--- config.mk ---
export PLATFORM = sky130hd
export DESIGN_NAME = seven_seg_scan
export DESIGN_NICKNAME = d
export VERILOG_FILES = /design/src/rtl/seven_seg_pkg.sv /design/src/rtl/seg7_hex_decode.sv /design/src/rtl/seven_seg_scan.sv
export SDC_FILE = /design/constraint.sdc
export NUM_CORES = 1
export LEC_CHECK = 0
export BUFFER_PORTS_ARGS = -buffer_cell sky130_fd_sc_hd__buf_2
export CORE_ASPECT_RATIO = 1.4
export CORE_UTILIZATION = 45
export DETAILED_ROUTE_END_ITERATION = 7
export PLACE_DENSITY = 0.64
export SLEW_MARGIN = 10
export SYNTH_ARGS = -nofsm -noshare
export SYNTH_HDL_FRONTEND = slang
export SYNTH_SLANG_ARGS = --single-unit
--- constraint.sdc ---
create_clock -name clk -period 2.45 [get_ports clk]
set_input_delay 0.3675 -clock clk [delete_from_list [all_inputs] [get_ports clk]]
set_output_delay 0.3675 -clock clk [all_outputs]
set_load 0.01 [all_outputs]
--- src/rtl/seven_seg_pkg.sv ---
// Shared constants for 7-segment display blocks: active-low segment patterns
// (bit0=a .. bit6=g) and a parameter-legality helper for the scan driver.
package seven_seg_pkg;

  localparam logic [6:0] SEG_OFF  = 7'h7F;
  localparam logic [6:0] SEG_DASH = 7'h3F;

  localparam logic [6:0] SEG_0 = 7'h40;
  localparam logic [6:0] SEG_1 = 7'h79;
  localparam logic [6:0] SEG_2 = 7'h24;
  localparam logic [6:0] SEG_3 = 7'h30;
  localparam logic [6:0] SEG_4 = 7'h19;
  localparam logic [6:0] SEG_5 = 7'h12;
  localparam logic [6:0] SEG_6 = 7'h02;
  localparam logic [6:0] SEG_7 = 7'h78;
  localparam logic [6:0] SEG_8 = 7'h00;
  localparam logic [6:0] SEG_9 = 7'h10;
  localparam logic [6:0] SEG_A = 7'h08;
  localparam logic [6:0] SEG_B = 7'h03;
  localparam logic [6:0] SEG_C = 7'h46;
  localparam logic [6:0] SEG_D = 7'h21;
  localparam logic [6:0] SEG_E = 7'h06;
  localparam logic [6:0] SEG_F = 7'h0E;

  function automatic bit params_legal(input int num_digits, input int scan_div,
                                      input int blank_cycles);
    return (num_digits >= 1) && (num_digits <= 8) && (scan_div >= 2) &&
           (blank_cycles >= 0) && (blank_cycles < scan_div);
  endfunction

endpackage

--- src/rtl/seg7_hex_decode.sv ---
// Combinational 4-bit code to active-low 7-segment decoder; codes 10..15 show
// hex letters when hex_en=1, otherwise a dash.
module seg7_hex_decode
  import seven_seg_pkg::*;
(
  input  logic [3:0] code,
  input  logic       hex_en,
  output logic [6:0] seg
);

  always_comb begin
    // NOTE: assign a default before the case so no path leaves seg unassigned
    // (which would infer a latch).
    seg = SEG_DASH;
    case (code)
      4'h0: seg = SEG_0;
      4'h1: seg = SEG_1;
      4'h2: seg = SEG_2;
      4'h3: seg = SEG_3;
      4'h4: seg = SEG_4;
      4'h5: seg = SEG_5;
      4'h6: seg = SEG_6;
      4'h7: seg = SEG_7;
      4'h8: seg = SEG_8;
      4'h9: seg = SEG_9;
      4'hA: seg = hex_en ? SEG_A : SEG_DASH;
      4'hB: seg = hex_en ? SEG_B : SEG_DASH;
      4'hC: seg = hex_en ? SEG_C : SEG_DASH;
      4'hD: seg = hex_en ? SEG_D : SEG_DASH;
      4'hE: seg = hex_en ? SEG_E : SEG_DASH;
      4'hF: seg = hex_en ? SEG_F : SEG_DASH;
      default: seg = SEG_DASH;
    endcase
  end

endmodule

--- src/rtl/seven_seg_scan.sv ---
// Time-multiplexed common-anode 7-segment driver: latches digit codes, scans one
// digit per slot with dead time, leading-zero blanking and registered outputs.
module seven_seg_scan
  import seven_seg_pkg::*;
#(
  parameter int NUM_DIGITS   = 4,
  parameter int SCAN_DIV     = 50000,
  parameter int BLANK_CYCLES = 500,
  parameter int HEX_EN       = 1
) (
  input  logic                    clk,
  input  logic                    rst_n,
  input  logic                    load,
  input  logic [4*NUM_DIGITS-1:0] digits_in,
  input  logic [NUM_DIGITS-1:0]   dp_in,
  input  logic [NUM_DIGITS-1:0]   digit_en,
  input  logic                    blank_lz,
  output logic [6:0]              seg,
  output logic                    dp,
  output logic [NUM_DIGITS-1:0]   an,
  output logic                    frame_tick
);

  localparam int IDX_W = (NUM_DIGITS > 1) ? $clog2(NUM_DIGITS) : 1;
  localparam int CNT_W = $clog2(SCAN_DIV);

  if (!params_legal(NUM_DIGITS, SCAN_DIV, BLANK_CYCLES)) begin : g_param_check
    $error("seven_seg_scan: illegal NUM_DIGITS/SCAN_DIV/BLANK_CYCLES");
  end

  logic [4*NUM_DIGITS-1:0] shadow_digits_q, shadow_digits_d;
  logic [NUM_DIGITS-1:0]   shadow_dp_q, shadow_dp_d;
  logic [NUM_DIGITS-1:0]   shadow_en_q, shadow_en_d;
  logic [CNT_W-1:0]        cnt_q, cnt_d;
  logic [IDX_W-1:0]        idx_q, idx_d;
  logic [6:0]              seg_q, seg_d;
  logic                    dp_q, dp_d;
  logic [NUM_DIGITS-1:0]   an_q, an_d;
  logic                    frame_tick_q, frame_tick_d;

  logic [NUM_DIGITS-1:0]   blanked;
  logic                    chain;
  logic                    in_dead;
  logic                    active;
  logic [3:0]              code_cur;
  logic [6:0]              seg_dec;

  if (BLANK_CYCLES > 0) begin : g_dead
    assign in_dead = cnt_q < CNT_W'(BLANK_CYCLES);
  end else begin : g_no_dead
    assign in_dead = 1'b0;
  end

  assign code_cur = shadow_digits_q[{idx_q, 2'b00} +: 4];

  seg7_hex_decode u_decode (
    .code   (code_cur),
    .hex_en (HEX_EN != 0),
    .seg    (seg_dec)
  );

  always_comb begin
    shadow_digits_d = shadow_digits_q;
    shadow_dp_d     = shadow_dp_q;
    shadow_en_d     = shadow_en_q;
    if (load) begin
      shadow_digits_d = digits_in;
      shadow_dp_d     = dp_in;
      shadow_en_d     = digit_en;
    end

    cnt_d        = cnt_q + CNT_W'(1);
    idx_d        = idx_q;
    frame_tick_d = 1'b0;
    if (cnt_q == CNT_W'(SCAN_DIV - 1)) begin
      cnt_d = '0;
      if (idx_q == IDX_W'(NUM_DIGITS - 1)) begin
        idx_d        = '0;
        frame_tick_d = 1'b1;
      end else begin
        idx_d = idx_q + IDX_W'(1);
      end
    end

    // Walk down from the top digit; a digit above that is disabled or itself
    // blanked keeps the leading-zero run going.
    blanked = '0;
    chain   = 1'b1;
    for (int i = NUM_DIGITS - 1; i > 0; i--) begin
      blanked[i] = blank_lz && (shadow_digits_q[4*i +: 4] == 4'd0) && chain;
      chain      = chain && (!shadow_en_q[i] || blanked[i]);
    end

    active = shadow_en_q[idx_q] && !blanked[idx_q] && !in_dead;

    an_d  = '1;
    seg_d = SEG_OFF;
    dp_d  = 1'b1;
    if (active) begin
      an_d[idx_q] = 1'b0;
      seg_d       = seg_dec;
      dp_d        = ~shadow_dp_q[idx_q];
    end
  end

  // NOTE: state registers use non-blocking assignments so every flop samples
  // the pre-edge values regardless of statement order.
  always_ff @(posedge clk) begin
    if (!rst_n) begin
      shadow_digits_q <= '0;
      shadow_dp_q     <= '0;
      shadow_en_q     <= '0;
      cnt_q           <= '0;
      idx_q           <= '0;
      seg_q           <= SEG_OFF;
      dp_q            <= 1'b1;
      an_q            <= '1;
      frame_tick_q    <= 1'b0;
    end else begin
      shadow_digits_q <= shadow_digits_d;
      shadow_dp_q     <= shadow_dp_d;
      shadow_en_q     <= shadow_en_d;
      cnt_q           <= cnt_d;
      idx_q           <= idx_d;
      seg_q           <= seg_d;
      dp_q            <= dp_d;
      an_q            <= an_d;
      frame_tick_q    <= frame_tick_d;
    end
  end

  assign seg        = seg_q;
  assign dp         = dp_q;
  assign an         = an_q;
  assign frame_tick = frame_tick_q;

endmodule

==> reports/qor.csv <==
metric;value;unit
status;finished, final reports clean;
slowest_stage;a21oi_2;
max-vdd-ir-drop;0.364;mV
track_usage;17.5;%
grt_pass1_wl;7620;µm
clkSlewWorstSetupHoldPaths;0.09;ns
hold-path-endpoint;shadow_digits_q[13]$_SDFFE_PN0P_;
syn_inst;247;
min_period;1.97;ns
syn_nets;280;
final_hold_viol_count;0;
synth-edff-count;0;
criticalPathCategory;flop to flop;
start_kind;flop;
slew_headroom;52.1;%
synth_ff_type;dfxtp_1;
dp_hpwl;3400;µm
cp.required;2.59;ns
synth_seq_cells;55;
min_from;digits_in[13];
worstReg2RegStart;idx_q[0]$_SDFFE_PN0N_;
chipWidth;64.6;µm
die_h;89.6;µm
wl_per_cell;12.9;µm
r2r_end;seg[2]$_SDFF_PN1_;
via_per_inst;5.11;
p_per_area;559;nW/µm²
final_core_util;53.6;%
rsz0062_at_grt;no;
synthTopCellsByArea;dfxtp_1 45%, mux2i_1 9.7%, nor2b_1 6.1%;
dieArea;5780;µm²
yosys_warnings;0;
cts_tree;yes;
antenna_found_initial;0;
ios;41;
setup_tns;0;ns
gr-total-overflow;0;
cts_resized;0;
slew_violations;0;
fin_cells;351;
clock_path_buffers;2;
grt_max_degree;30;
reg2reg_depth;5;
port_buffers;40;
seq_area_frac_synth;44.6;%
power;0.00157;W
place_inst;344;
worstMarginPinSlew;0.718;ns
postCtsSetupBuffers;0;
first_global_vias;1700;
synth-async-reset-ratio;0;%
cp_data_arrival_time;2.11;ns
synth_cell_types;40;
insertion_delay;0.30;ns
firstDrtPassIters;4;
synth_area_leader_cell;dfxtp_1;
gp_congestion;0.782;
first_iter_violations;92;
start_util;47.1;%
dr_total_vias;1795;
nFillCells;497;
hold_class;input pin to flop;
rows;31;
path_cells;buf_4, mux4_2, o211ai_2, a21oi_2, o311ai_0;
syn_area_per_cell;9.98;µm²
post-route-drc-count;0;
rrSetupSlack;0.48;ns
detail-route-antenna-nets;0;
whs;0.313;ns
synth_top_area_share;44.6;%
syn_to_final_growth;13.7;%
cts.sinks;55;
diodes;0;
cts_root_buffer;clkbuf_8;
finClkSkew;0.00403;ns
cts_buffers;5;
hold_depth;3;
fmax;507;MHz
fin_crit_sh;80.5;%
layout.nets;318;
core;5240;µm²
h-tree-depth;2;
endpoint_kind;flop;
drv_cap;0;
setup_viol;0;
wirelength;4520;µm
p_leak;1.09;nW
worstPathMaxFanout;12;
cpPeakStageDelay;0.54;ns
drive_gt1_share;25.6;%
hold_buffers;0;
syn_area;2470;µm²
==> layout make-up <==
class / instances / area [µm²] / share of cell area, %
Clock inverter: 1 / 5.00 / 0.178
Tap cell: 66 / 82.6 / 2.94
Multi-Input combinational cell: 174 / 1280 / 45.8
Timing Repair Buffer: 44 / 230 / 8.21
Inverter: 5 / 18.8 / 0.669
Clock buffer: 6 / 82.6 / 2.94
Sequential cell: 55 / 1100 / 39.3
==> how the worst max path moves through the flow <==
stage / from / to / slack, ns / cells past startpoint
5_1_grt: idx_q[0]$_SDFFE_PN0N_ / seg[2]$_SDFF_PN1_ / 0.29 / 5
6_report: idx_q[0]$_SDFFE_PN0N_ / seg[2]$_SDFF_PN1_ / 0.48 / 5
2_1_floorplan: idx_q[0]$_SDFFE_PN0N_ / seg[0]$_SDFF_PN1_ / 0.58 / 4
3_5_place_dp: idx_q[0]$_SDFFE_PN0N_ / seg[2]$_SDFF_PN1_ / 0.45 / 5
4_1_cts: idx_q[0]$_SDFFE_PN0N_ / seg[2]$_SDFF_PN1_ / 0.44 / 5
3_3_place_gp: idx_q[0]$_SDFFE_PN0N_ / seg[2]$_SDFF_PN1_ / 0.50 / 5
==> logic make-up (layout without fill, tap and decap cells) <==
family	after synthesis	in the layout	synth area share (%)
DFF	55	55	44.6
buffers and inverters	18	56	3.25
AOI/OAI and AO/OA	19	19	5.94
muxes	30	30	15.2
and+or+nand+nor	106	106	23.4
adders and majority gates	5	5	2.54
xor gates and xnor gates	14	14	4.97
==> report_power, final <==
| part | total (W) | switching [W] | internal (W) |
|---|---|---|---|
| Sequential | 0.000941 | 0.0000197 | 0.000921 |
| Combinational | 0.000133 | 0.0000635 | 0.0000699 |
| Clock | 0.000495 | 0.000272 | 0.000222 |
==> synth_stat cells, drive strengths merged, types with 2 or more instances <==
cell type and number:
or3 2, nor2 21, clkbuf 7, nor4 7, nand2 23, mux2i 24, inv 5, nor2b 24
and3 4, ha 5, o21ai 4, or4 2, xor2 6, nand3 11, dfxtp 55, o211ai 3
buf 6, nand4 2, a21oi 6, xnor2 8, nand2b 5, mux4 6
==> placed cells by master, fill, tap and decap left out, drive strengths merged, types with 7 or more instances in the layout <==
cell type,instances
buf,44
dfxtp,55
mux2i,24
nand2,23
nand3,11
nor2,21
nor2b,24
nor4,7
xnor2,8
==> stage by stage <==
stage                     area (µm²)  worst slack (ns)
after floorplan                 2470             0.584
after global routing            2810             0.289
after detailed placement        2720             0.450
after CTS                       2810             0.439
after global placement          2720             0.499
final                           2810             0.477
==> flip-flops by register name, summed over array words and instances (netlist names) <==
| register | count |
|---|---|
| idx_q | 2 |
| an | 4 |
| cnt_q | 16 |
| shadow_dp_q | 4 |
| dp | 1 |
| shadow_digits_q | 16 |
| seg | 7 |
| shadow_en_q | 4 |
| frame_tick | 1 |
==> critical path: cells and delay by family (launching register included) <==
| kind | cells | cell delay, ns |
|---|---|---|
| compound gates | 3 | 0.88 |
| flops | 1 | 0.44 |
| mux | 1 | 0.25 |
| buf+inv | 1 | 0.23 |
==> metal layers <==
metal | part of all wire [%] | wire length, µm | global-route usage [%]
met5 | 0 | 0 | 0
met3 | 4.0 | 182 | 4.80
met4 | 2.3 | 106 | 9.09
met1 | 43 | 1960 | 20.0
met2 | 50 | 2270 | 30.0
(Power assumes the default switching activity.)
